--- src/rtl/udp_tx_arbiter.sv ---
// -----------------------------------------------------------------------------
// udp_tx_arbiter
//
// Shares one outgoing UDP header stream and one payload stream among NUM_SRC
// transmit sources, granting them in round-robin order. A grant covers one
// complete packet: first the 64-bit header beat (with its 16-bit UDP port in
// tdest), then the payload frame up to and including its tlast beat. The grant
// is released only when that tlast beat is accepted, so headers and payloads
// from different sources never interleave.
//
// Ports
//   aclk, aresetn        clock, asynchronous active-low reset
//   s_udphdr_*           per-source header beats; source i at [64*i +: 64],
//                        tdest at [16*i +: 16], valid/ready at bit i
//   s_udpdata_*          per-source payload; tdata at [PAYLOAD_WIDTH*i +: ..],
//                        tkeep at [PAYLOAD_WIDTH/8*i +: ..], tlast/valid/ready
//                        at bit i
//   m_udphdr_*           shared header output (tdata, tdest, valid, ready)
//   m_udpdata_*          shared payload output (tdata, tkeep, tlast, valid,
//                        ready)
//   grant_active         one-cycle pulse on bit i in the cycle after source
//                        i's header is accepted (statistics)
//
// Timing: one arbitration cycle in IDLE, one header cycle, then the payload
// beats, giving N+2 cycles for an N-beat packet with no back-pressure. The
// master-side valids and the source-side readies are combinational
// passthroughs gated by the registered state and grant.
// -----------------------------------------------------------------------------
module udp_tx_arbiter #(
  parameter int NUM_SRC       = 2,
  parameter int PAYLOAD_WIDTH = 64
) (
  input  logic                               aclk,
  input  logic                               aresetn,

  input  logic [NUM_SRC*64-1:0]              s_udphdr_tdata,
  input  logic [NUM_SRC*16-1:0]              s_udphdr_tdest,
  input  logic [NUM_SRC-1:0]                 s_udphdr_tvalid,
  output logic [NUM_SRC-1:0]                 s_udphdr_tready,

  input  logic [NUM_SRC*PAYLOAD_WIDTH-1:0]   s_udpdata_tdata,
  input  logic [NUM_SRC*PAYLOAD_WIDTH/8-1:0] s_udpdata_tkeep,
  input  logic [NUM_SRC-1:0]                 s_udpdata_tlast,
  input  logic [NUM_SRC-1:0]                 s_udpdata_tvalid,
  output logic [NUM_SRC-1:0]                 s_udpdata_tready,

  output logic [63:0]                        m_udphdr_tdata,
  output logic [15:0]                        m_udphdr_tdest,
  output logic                               m_udphdr_tvalid,
  input  logic                               m_udphdr_tready,

  output logic [PAYLOAD_WIDTH-1:0]           m_udpdata_tdata,
  output logic [PAYLOAD_WIDTH/8-1:0]         m_udpdata_tkeep,
  output logic                               m_udpdata_tlast,
  output logic                               m_udpdata_tvalid,
  input  logic                               m_udpdata_tready,

  output logic [NUM_SRC-1:0]                 grant_active
);

  localparam int KEEP_W = PAYLOAD_WIDTH / 8;
  localparam int GW     = (NUM_SRC > 1) ? $clog2(NUM_SRC) : 1;

  typedef enum logic [1:0] {
    ST_IDLE = 2'd0,
    ST_HDR  = 2'd1,
    ST_DATA = 2'd2
  } state_t;

  state_t        state_r;
  logic [GW-1:0] grant_r;
  logic [GW-1:0] last_grant_r;
  logic [GW-1:0] next_grant_s;
  logic          any_req_s;
  logic          hdr_fire_s;
  logic          data_done_s;

  // One-hot vector with only bit idx set.
  function automatic logic [NUM_SRC-1:0] onehot(input logic [GW-1:0] idx);
    logic [NUM_SRC-1:0] v;
    v      = '0;
    v[idx] = 1'b1;
    return v;
  endfunction

  // Round-robin pick: first requester after last_grant, wrapping modulo NUM_SRC.
  always_comb begin
    logic          found;
    logic          hit;
    logic [GW-1:0] idx;
    next_grant_s = last_grant_r;
    found        = 1'b0;
    hit          = 1'b0;
    idx          = '0;
    for (int k = 1; k <= NUM_SRC; k++) begin
      idx          = GW'((int'(last_grant_r) + k) % NUM_SRC);
      hit          = !found && s_udphdr_tvalid[idx];
      next_grant_s = hit ? idx : next_grant_s;
      found        = found | hit;
    end
    any_req_s = found;
  end

  // Steer the granted source onto the master ports and its readies back.
  always_comb begin
    // Data fields always follow the grant; they are only meaningful with valid.
    m_udphdr_tdata   = s_udphdr_tdata[64*int'(grant_r) +: 64];
    m_udphdr_tdest   = s_udphdr_tdest[16*int'(grant_r) +: 16];
    m_udpdata_tdata  = s_udpdata_tdata[PAYLOAD_WIDTH*int'(grant_r) +: PAYLOAD_WIDTH];
    m_udpdata_tkeep  = s_udpdata_tkeep[KEEP_W*int'(grant_r) +: KEEP_W];
    m_udpdata_tlast  = s_udpdata_tlast[grant_r];
    m_udphdr_tvalid  = 1'b0;
    m_udpdata_tvalid = 1'b0;
    s_udphdr_tready  = '0;
    s_udpdata_tready = '0;
    case (state_r)
      ST_HDR: begin
        m_udphdr_tvalid          = s_udphdr_tvalid[grant_r];
        s_udphdr_tready[grant_r] = m_udphdr_tready;
      end
      ST_DATA: begin
        // Payload is held off until its header has gone out, so early payload
        // simply waits with ready low.
        m_udpdata_tvalid          = s_udpdata_tvalid[grant_r];
        s_udpdata_tready[grant_r] = m_udpdata_tready;
      end
      default: begin
        m_udphdr_tvalid  = 1'b0;
        m_udpdata_tvalid = 1'b0;
      end
    endcase
  end

  // Handshake qualifiers for the state machine.
  always_comb begin
    hdr_fire_s  = (state_r == ST_HDR) && m_udphdr_tvalid && m_udphdr_tready;
    data_done_s = (state_r == ST_DATA) && m_udpdata_tvalid && m_udpdata_tready
                  && m_udpdata_tlast;
  end

  // Packet-level grant FSM; the grant is held from arbitration until tlast.
  always_ff @(posedge aclk or negedge aresetn) begin
    if (!aresetn) begin
      state_r      <= ST_IDLE;
      grant_r      <= '0;
      // Pointing at the highest index gives source 0 first priority.
      last_grant_r <= GW'(NUM_SRC - 1);
      grant_active <= '0;
    end else begin
      grant_active <= '0;
      case (state_r)
        ST_IDLE: begin
          if (any_req_s) begin
            grant_r <= next_grant_s;
            state_r <= ST_HDR;
          end
        end
        ST_HDR: begin
          // A source that drops tvalid here keeps the grant indefinitely.
          if (hdr_fire_s) begin
            grant_active <= onehot(grant_r);
            state_r      <= ST_DATA;
          end
        end
        ST_DATA: begin
          if (data_done_s) begin
            last_grant_r <= grant_r;
            state_r      <= ST_IDLE;
          end
        end
        default: begin
          state_r <= ST_IDLE;
        end
      endcase
    end
  end

endmodule

--- config.mk ---
export PLATFORM = sky130hd
export DESIGN_NAME = udp_tx_arbiter
export DESIGN_NICKNAME = d
export VERILOG_FILES = /design/src/rtl/udp_tx_arbiter.sv
export SDC_FILE = /design/constraint.sdc
export NUM_CORES = 1
export LEC_CHECK = 0
export CAP_MARGIN = 5
export CORE_AREA = 2 2 185 187
export DETAILED_ROUTE_END_ITERATION = 16
export DIE_AREA = 0 0 187 189
export SLEW_MARGIN = 15
export SYNTH_ARGS = -nofsm -noshare
export SYNTH_HDL_FRONTEND = slang
export SYNTH_SLANG_ARGS = --single-unit
--- constraint.sdc ---
create_clock -name aclk -period 1.4 [get_ports aclk]
set_input_delay 0.14 -clock aclk [delete_from_list [all_inputs] [get_ports aclk]]
set_output_delay 0.14 -clock aclk [all_outputs]
set_load 0.05 [all_outputs]
# Word-level counts from Yosys, hierarchy flattened

Cells that the tools add are included.

Bits in registers: 6
Latch bits: 0
RAM bits: 0
Bits in read-only memories: 0
Input bits: 314
Output and inout bits: 161
Logic and storage cells: 58
Memories kept: 0

$add $sub $neg: 2
Multipliers: 0
Div/mod/pow operators: 0
$lt $le $gt $ge: 4
Eq/ne operators: 5
Shifts and indexed selects: 4
Muxes and demuxes: 24
Bitwise operators: 3
Reduce and logical (&&, ||, !) cells: 12

Operator list:

| operator            | number |
|---|---|
| $shiftx 128x8->64   | 2 |
| $shiftx 32x6->16    | 1 |
| $shiftx 16x5->8     | 1 |
| $mux 1              | 15 |
| $mux 2              | 7 |
| $logic_and 1x1->1   | 7 |
| $lt 1x2->1 const B  | 3 |
| $ne 2x2->1 const B  | 3 |
| $pmux 2 s3          | 1 |
| $and 2x2->2         | 2 |
| $reduce_and 2->1    | 2 |
| $reduce_and 3->1    | 1 |
| $add 1x1->1 const B | 2 |
| $eq 2x1->1 const B  | 1 |
| $eq 2x2->1 const B  | 1 |
| $logic_not 2->1     | 1 |
| $demux 1 s1         | 1 |
| $ge 1x1->1 const B  | 1 |
| $logic_not 1->1     | 1 |
| $or 1x1->1          | 1 |

# Depth between registers and ports, before layout

Gate-level depths: netlist of the first run.

Depth after elaboration: 8
Depth in mapped cells: 5
Mapped depth without buffers: 3

# Least setup slack after synthesis of the first run

No wires, ideal clock.

Path kind: flip-flop to output port
Start point: reg grant_r
End point: out m_udphdr_tvalid
Arrival: 1.497 ns
Required time: 1.260 ns
Path slack: -0.237 ns
Cell stages (with the launch flop): 5
Path buffers: 2
Cells stage by stage: dfrtp_1 buf_6 buf_4 mux2i_1 nor2b_1

Word-level cells in the longest chain between the ends: 3

Ends and longest elaborated chain:

| what                                      | line | text |
|---|---|---|
| start: declaration                        | 71   | `logic [GW-1:0] grant_r;` |
| start signal: assignment                  | 154  | `grant_r <= next_grant_s;` |
| $mux 1 (implied by the code) (2 in a row) | 118  | `m_udphdr_tvalid = s_udphdr_tvalid[grant_r];` |
| $mux 1                                    | 116  | `case (state_r)` |
| end: declaration                          | 49   | `output logic m_udphdr_tvalid,` |

Every way passes these cells. The select of a mux whose other input is x is not followed.

# Final worst setup path of the first run

Start point: reg grant_r
End point: out m_udpdata_tdata[11]

Word-level cells in the longest chain between the ends: 1

Ends and longest elaborated chain:

| what              | line | text |
|---|---|---|
| $shiftx 128x8->64 | 109  | `m_udpdata_tdata = s_udpdata_tdata[PAYLOAD_WIDTH*int'(grant_r) +: PAYLOAD_WIDTH];` |
| end: declaration  | 52   | `output logic [PAYLOAD_WIDTH-1:0] m_udpdata_tdata,` |

Every way passes these cells.

==> out/summary.txt, run 1 <==
outcome: finished, violations left
failing checks: negative setup slack
Post-Syn Instances: 201
CTS max path bufs: 2
CP Class: flip-flop to output pin
DP HPWL: 15.2 mm
Post-DP Area: 7390 um2
final core occ: 0.249
pin count of the biggest net entering global routing: 19
Core Box Area: 33300 um2
Pre-Repair DR Iteration Count: 6
Synth Warn #: 0
area delta synth->final: 283%
maximum vdd drop: 0.863 mV
EDFF count, synth: 0
PD cells: 1870 nW/um2
Hold Buf Count CTS: 0
CP Max Fanout: 18
gr ovfl total: 0
1st-iter DRT viols: 39
first-pass GRT wire length: 24.6 mm
n_diodes: 0
f_max: 582 MHz
period utilisation layout: 1.23
setup TNS: -40.70 ns
list of most frequent post-synthesis cells: mux2_2 (152), buf_4 (11), buf_2 (6)
Sw Share: 0.531
Int Power: 7.27 mW
dpl cells: 1135
Die ar.: 35300 um2
pre-CTS WS: -0.107 ns
Crit path max-delay family: buffers and inverters
slew margin rel.: 0.798
total CTS buffers: 3
register area share after synthesis: 0.0699
Yosys cell types: 19
Avg Vias per Cell: 3.26
Avg Cell Area, Syn: 10.8 um2
#FFs+latches synth: 6
layout cells sized above 1: 0.528
crit end category: output pin
Synth async-reset ratio: 1.00
CTS tree: yes
ANT nets after route: 0
Mapped Area: 2170 um2
Post-Route WL: 17.8 mm
area fraction of the dominant cell type after synthesis: 0.790
Slowest Stage Delay on Critical Path: 0.46 ns
Setup Skew: 0.00410 ns
CP dominant cell by count: buf_12
final hold vios: 0
Clock power frac: 0.031
clk_lat worst skew: 0.23 ns
Nets: 1012
Slew @ Worst Pin: 0.302 ns
RSZ-0062 raised after global routing: yes
worst path arrival time: 1.58 ns
register clock-pin slew on the reported worst setup and hold paths: 0.04 ns
Worst Path Required: 1.26 ns
combinational fraction of design power: 0.947
Non-Filler Instances: 1145
total number of vias: 3730
Die Wd: 187 um
final worst-path setup slack: -0.318 ns
Seq pwr share: 0.022
worst path bufs/invs: 3
most frequent cell after synthesis: mux2_2
CP Cell Sequence: buf_12 > buf_12 > mux2_2 > buf_6
clock sink total: 6
Main synth FF type: dfrtp_1
maxcap violations: 0
total power draw: 15.5 mW
Initial Util: 0.0651
vias in the first global route: 4050
Startpoint Class: flip-flop
initial antenna violation count: 1
gp weighted congestion: 0.781
cell area after layout: 8290 um2
H-tree depth: 1
area leader, netlist: mux2_2
Net Sw Power: 8.22 mW
DRC: 0
CTS root buf: clkbuf_16
Setup violations, final: 162
Ports: 475
Slew Viols, Final: 0
hold_ws: 0.167 ns
Chip Height: 189 um
Crit-path slowest cell: dfrtp_4
routed len/inst: 15.5 um
Hold WC Path Type: input port to asynchronous set/reset pin
Syn Nets: 515
leakage power: 3.31 nW
total track usage: 0.0910
top post-synthesis cells by area: mux2_2 (79%), dfrtp_1 (5.8%), buf_4 (3.8%)
port bufs: 474
number of core rows: 67
min cycle time layout: 1.72 ns
-- power by group through the flow --
stage | logic [mW] | registers [mW] | clock network (mW)
CTS | 13.8 | 0.329 | 0.483
detailed placement | 12.9 | 0.331 | 0
finish | 14.7 | 0.346 | 0.477
floorplan | 8.40 | 0.322 | 0
global placement | 12.9 | 0.331 | 0
global route | 15.3 | 0.364 | 0.495
-- repair_timing --
item,4_1_cts,5_1_grt
pin swaps,0,2
gates cloned,0,2
resized for setup,106,88
setup endpoints to repair,159,162
setup buffers,2,2
-- cell families after synthesis --
group,synth area share
muxes,0.813
AOI/OAI and AO/OA,0.0127
and+or+nand+nor,0.0468
buffers and inverters,0.0572
DFF,0.0699
-- final cells by class --
cell class | count | area [um2]
repair buffers | 510 | 5510
multi-input cells | 177 | 1980
fillers | 3567 | 25000
clock buffers | 4 | 78.8
well taps | 448 | 561
flip-flops and latches | 6 | 155
-- worst paths after layout --
kind / cells after the start / slack (ns) / endpoint / from
setup / recovery: 4 / -0.32 / m_udpdata_tdata[11] / grant_r
hold / removal: 1 / 0.17 / state_r[0] / aresetn
setup reg to reg: 4 / -0.14 / last_grant_r / grant_r
hold reg to reg: 1 / 0.48 / state_r[0] / state_r[1]
max in group asynchronous: 1 / 0.95 / last_grant_r / aresetn
min in group aclk: 1 / 0.48 / state_r[0] / state_r[1]
-- per-layer routing --
metal | wire [um] | GRT usage
met5 | 13 | 0
met4 | 203 | 0.0189
met3 | 1680 | 0.0311
met2 | 9980 | 0.182
met1 | 5880 | 0.0895
-- registers in the layout (all words and copies together), names as in the netlist --
| signal | cells |
|---|---|
| last_grant_r | 1 |
| grant_active | 2 |
| grant_r | 1 |
| state_r | 2 |
-- placed cells by master (no fill, tap or decap), types with 2 or more instances in the layout --
| cell type | count |
|---|---|
| buf_4 | 21 |
| nor2_4 | 2 |
| mux2_4 | 8 |
| mux2_2 | 146 |
| nor2_1 | 2 |
| nor2b_2 | 2 |
| clkbuf_16 | 5 |
| and3_4 | 2 |
| buf_6 | 143 |
| dfrtp_1 | 4 |
| nand2_1 | 5 |
| clkdlybuf4s50_1 | 313 |
| buf_12 | 19 |
| buf_8 | 12 |
No activity file was read; power rests on OpenSTA's default activity.
==> run 2: changes to the inputs <==
clock period = 1.73 ns   (was 1.4 ns; I/O delays follow)
==> run 2 against run 1 <==
Clock power is 19% lower. Critical endpoint is now m_udphdr_tdata[62]. Sequential share of layout area is 0.13 points higher. Total power down 25%. Critical path type unchanged. The run still ends with negative setup slack left. Sequential cell count unchanged. Largest power group unchanged. Clock skew about the same. Utilization down 1.6 points. Clock-buffer cell count stayed put. Critical path depth unchanged.
==> out/summary.txt, run 2 (synthesis results as in run 1) <==
outcome: finished, violations left
failing checks: negative setup slack
ANT nets after route: 0 (unchanged)
DP HPWL: 13.5 mm (-11%)
register clock-pin slew on the reported worst setup and hold paths: 0.04 ns (about the same)
setup TNS: -0.418 ns (+40.29 ns)
clk_lat worst skew: 0.23 ns (about the same)
layout cells sized above 1: 0.507 (-0.0214)
clock sink total: 6 (unchanged)
maximum vdd drop: 0.607 mV (-30%)
Setup violations, final: 28 (-83%)
FF+latch area: 155 um2 (unchanged)
routed len/inst: 14.2 um (-8.2%)
min cycle time layout: 1.77 ns
most frequent cells in the layout: clkdlybuf4s50_1 (313), mux2_2 (148), buf_4 (91), buf_6 (80), buf_12 (12)
Hold Buf Count CTS: 0 (unchanged)
RSZ-0062 raised after global routing: yes
Die Wd: 187 um (unchanged)
CP Max Fanout: 15 (-3)
Slew @ Worst Pin: 0.311 ns (+0.00882 ns)
initial antenna violation count: 1 (unchanged)
gp weighted congestion: 0.735 (-5.9%)
most common cell after layout, fill and taps aside: clkdlybuf4s50_1
slew margin rel.: 0.787 (-0.0112)
Worst Path Required: 1.56 ns (+0.30 ns)
first-pass GRT wire length: 22.1 mm (-10%)
Hold WC Path Type: input port to asynchronous set/reset pin
f_max: 566 MHz
total power draw: 11.7 mW (-25%)
CTS root buf: clkbuf_16
final core occ: 0.234 (-0.0156)
Chip Height: 189 um (unchanged)
period utilisation layout: 1.02
crit end category: output pin
Pre-Repair DR Iteration Count: 4 (-2)
DRC: 0 (unchanged)
Avg Vias per Cell: 3.23 (-0.88%)
total CTS buffers: 3 (unchanged)
vias in the first global route: 3956 (-2.3%)
n_diodes: 0 (unchanged)
Non-Filler Instances: 1135 (-0.87%)
hold_ws: 0.196 ns (+0.0291 ns)
total track usage: 0.0780 (-0.0130)
Setup Skew: 0.00417 ns (+0.0000721 ns)
final hold vios: 0 (unchanged)
Startpoint Class: flip-flop
Initial Util: 0.0651 (unchanged)
CP Class: flip-flop to output pin
number of core rows: 67 (unchanged)
pin count of the biggest net entering global routing: 30 (+11)
total number of vias: 3665 (-1.7%)
dpl cells: 1123 (-1.1%)
Filler Cell Count: 3589 (+0.62%)
leakage power: 3.13 nW (-5.5%)
CTS max path bufs: 2 (unchanged)
Die ar.: 35300 um2 (unchanged)
gr ovfl total: 0 (unchanged)
Regs by FF count: grant_active (2), state_r (2)
Core Box Area: 33300 um2 (unchanged)
worst path arrival time: 1.59 ns (about the same)
Slew Viols, Final: 0 (unchanged)
Ports: 475 (unchanged)
Nets: 1002 (-0.99%)
multi-input logic area: 1920 um2 (-3.4%)
maxcap violations: 0 (unchanged)
H-tree depth: 1 (unchanged)
Post-Route WL: 16.2 mm (-9.0%)
port bufs: 474 (unchanged)
PD cells: 1500 nW/um2 (-20%)
final worst-path setup slack: -0.0379 ns (+0.280 ns)
area delta synth->final: 259%
1st-iter DRT viols: 55 (+41%)
CTS tree: yes
==> run 2: cell count changes in the layout (fill, tap and decap cells not counted), moves of 2 or more <==
cell / previous run / this run
mux2_4: 8 / 6
nor2_1: 2 / 4
mux2i_1: 0 / 2
buf_4: 21 / 91
buf_12: 19 / 12
and3_1: 0 / 2
buf_8: 12 / 0
nor2_4: 2 / 0
mux2_2: 146 / 148
buf_6: 143 / 80
and3_4: 2 / 0
==> run 2: path summary, 6_finish.rpt <==
path                            cells after the start  slack, ns            endpoint        from
worst max register to register                      5       0.04        last_grant_r     grant_r
worst max-delay path                                4      -0.04  m_udphdr_tdata[62]     grant_r
worst min-delay path                                1       0.20     grant_active[1]     aresetn
min in group aclk                                   1       0.48          state_r[0]  state_r[1]
worst min register to register                      1       0.48          state_r[0]  state_r[1]
max in group asynchronous                           1       1.25        last_grant_r     aresetn
==> run 2: final cells by class <==
type | count | area share
Timing Repair Buffer | 500 | 0.651
Sequential cell | 6 | 0.0200
Multi-Input combinational cell | 177 | 0.247
Clock buffer | 4 | 0.0101
Tap cell | 448 | 0.0721
==> run 2: routing by layer <==
layer | track usage | part of all wire | vias to the layer above
met1 | 0.0848 | 0.37 | 1671
met2 | 0.151 | 0.53 | 250
met4 | 0.0113 | 0.0098 | 2
met3 | 0.0235 | 0.087 | 12
li1 | - | - | 1730
met5 | 0 | 0.00080 | -
==> run 2: per-stage QoR <==
stage	instance area, um2	setup slack (ns)
3_3_place_gp	7230	0.155
6_report	7770	-0.0379
4_1_cts	7530	-0.0785
5_1_grt	7770	-0.0847
2_1_floorplan	2170	0.0602
3_5_place_dp	7230	0.149
==> run 2: report_power, final <==
| group | internal (mW) | switching, mW | leakage (nW) | total, mW |
|---|---|---|---|---|
| Clock | 0.306 | 0.0779 | 0.0382 | 0.384 |
| Sequential | 0.212 | 0.0561 | 0.0727 | 0.268 |
| Combinational | 4.71 | 6.29 | 3.02 | 11.0 |
| Total | 5.23 | 6.43 | 3.13 | 11.7 |
==> run 2: critical path, stage by stage, from the launching register on <==
cell and delay [ns]:
dfrtp_4 0.44, buf_12 0.18, buf_4 0.18, mux2_2 0.34, buf_4 0.19
==> run 2: repair_timing <==
action | in CTS | in global routing
pin swaps | 0 | 0
cloned | 0 | 3
setup buffers | 0 | 5
resized for setup | 58 | 32
setup endpoints to repair | 126 | 128
==> run 3: changes to the inputs <==
ABC_AREA = 0   (was default)
CAP_MARGIN = default   (was 5)
==> results of run 3 <==
Same layout as run 2: the final DEF is identical, and so are final timing and power.
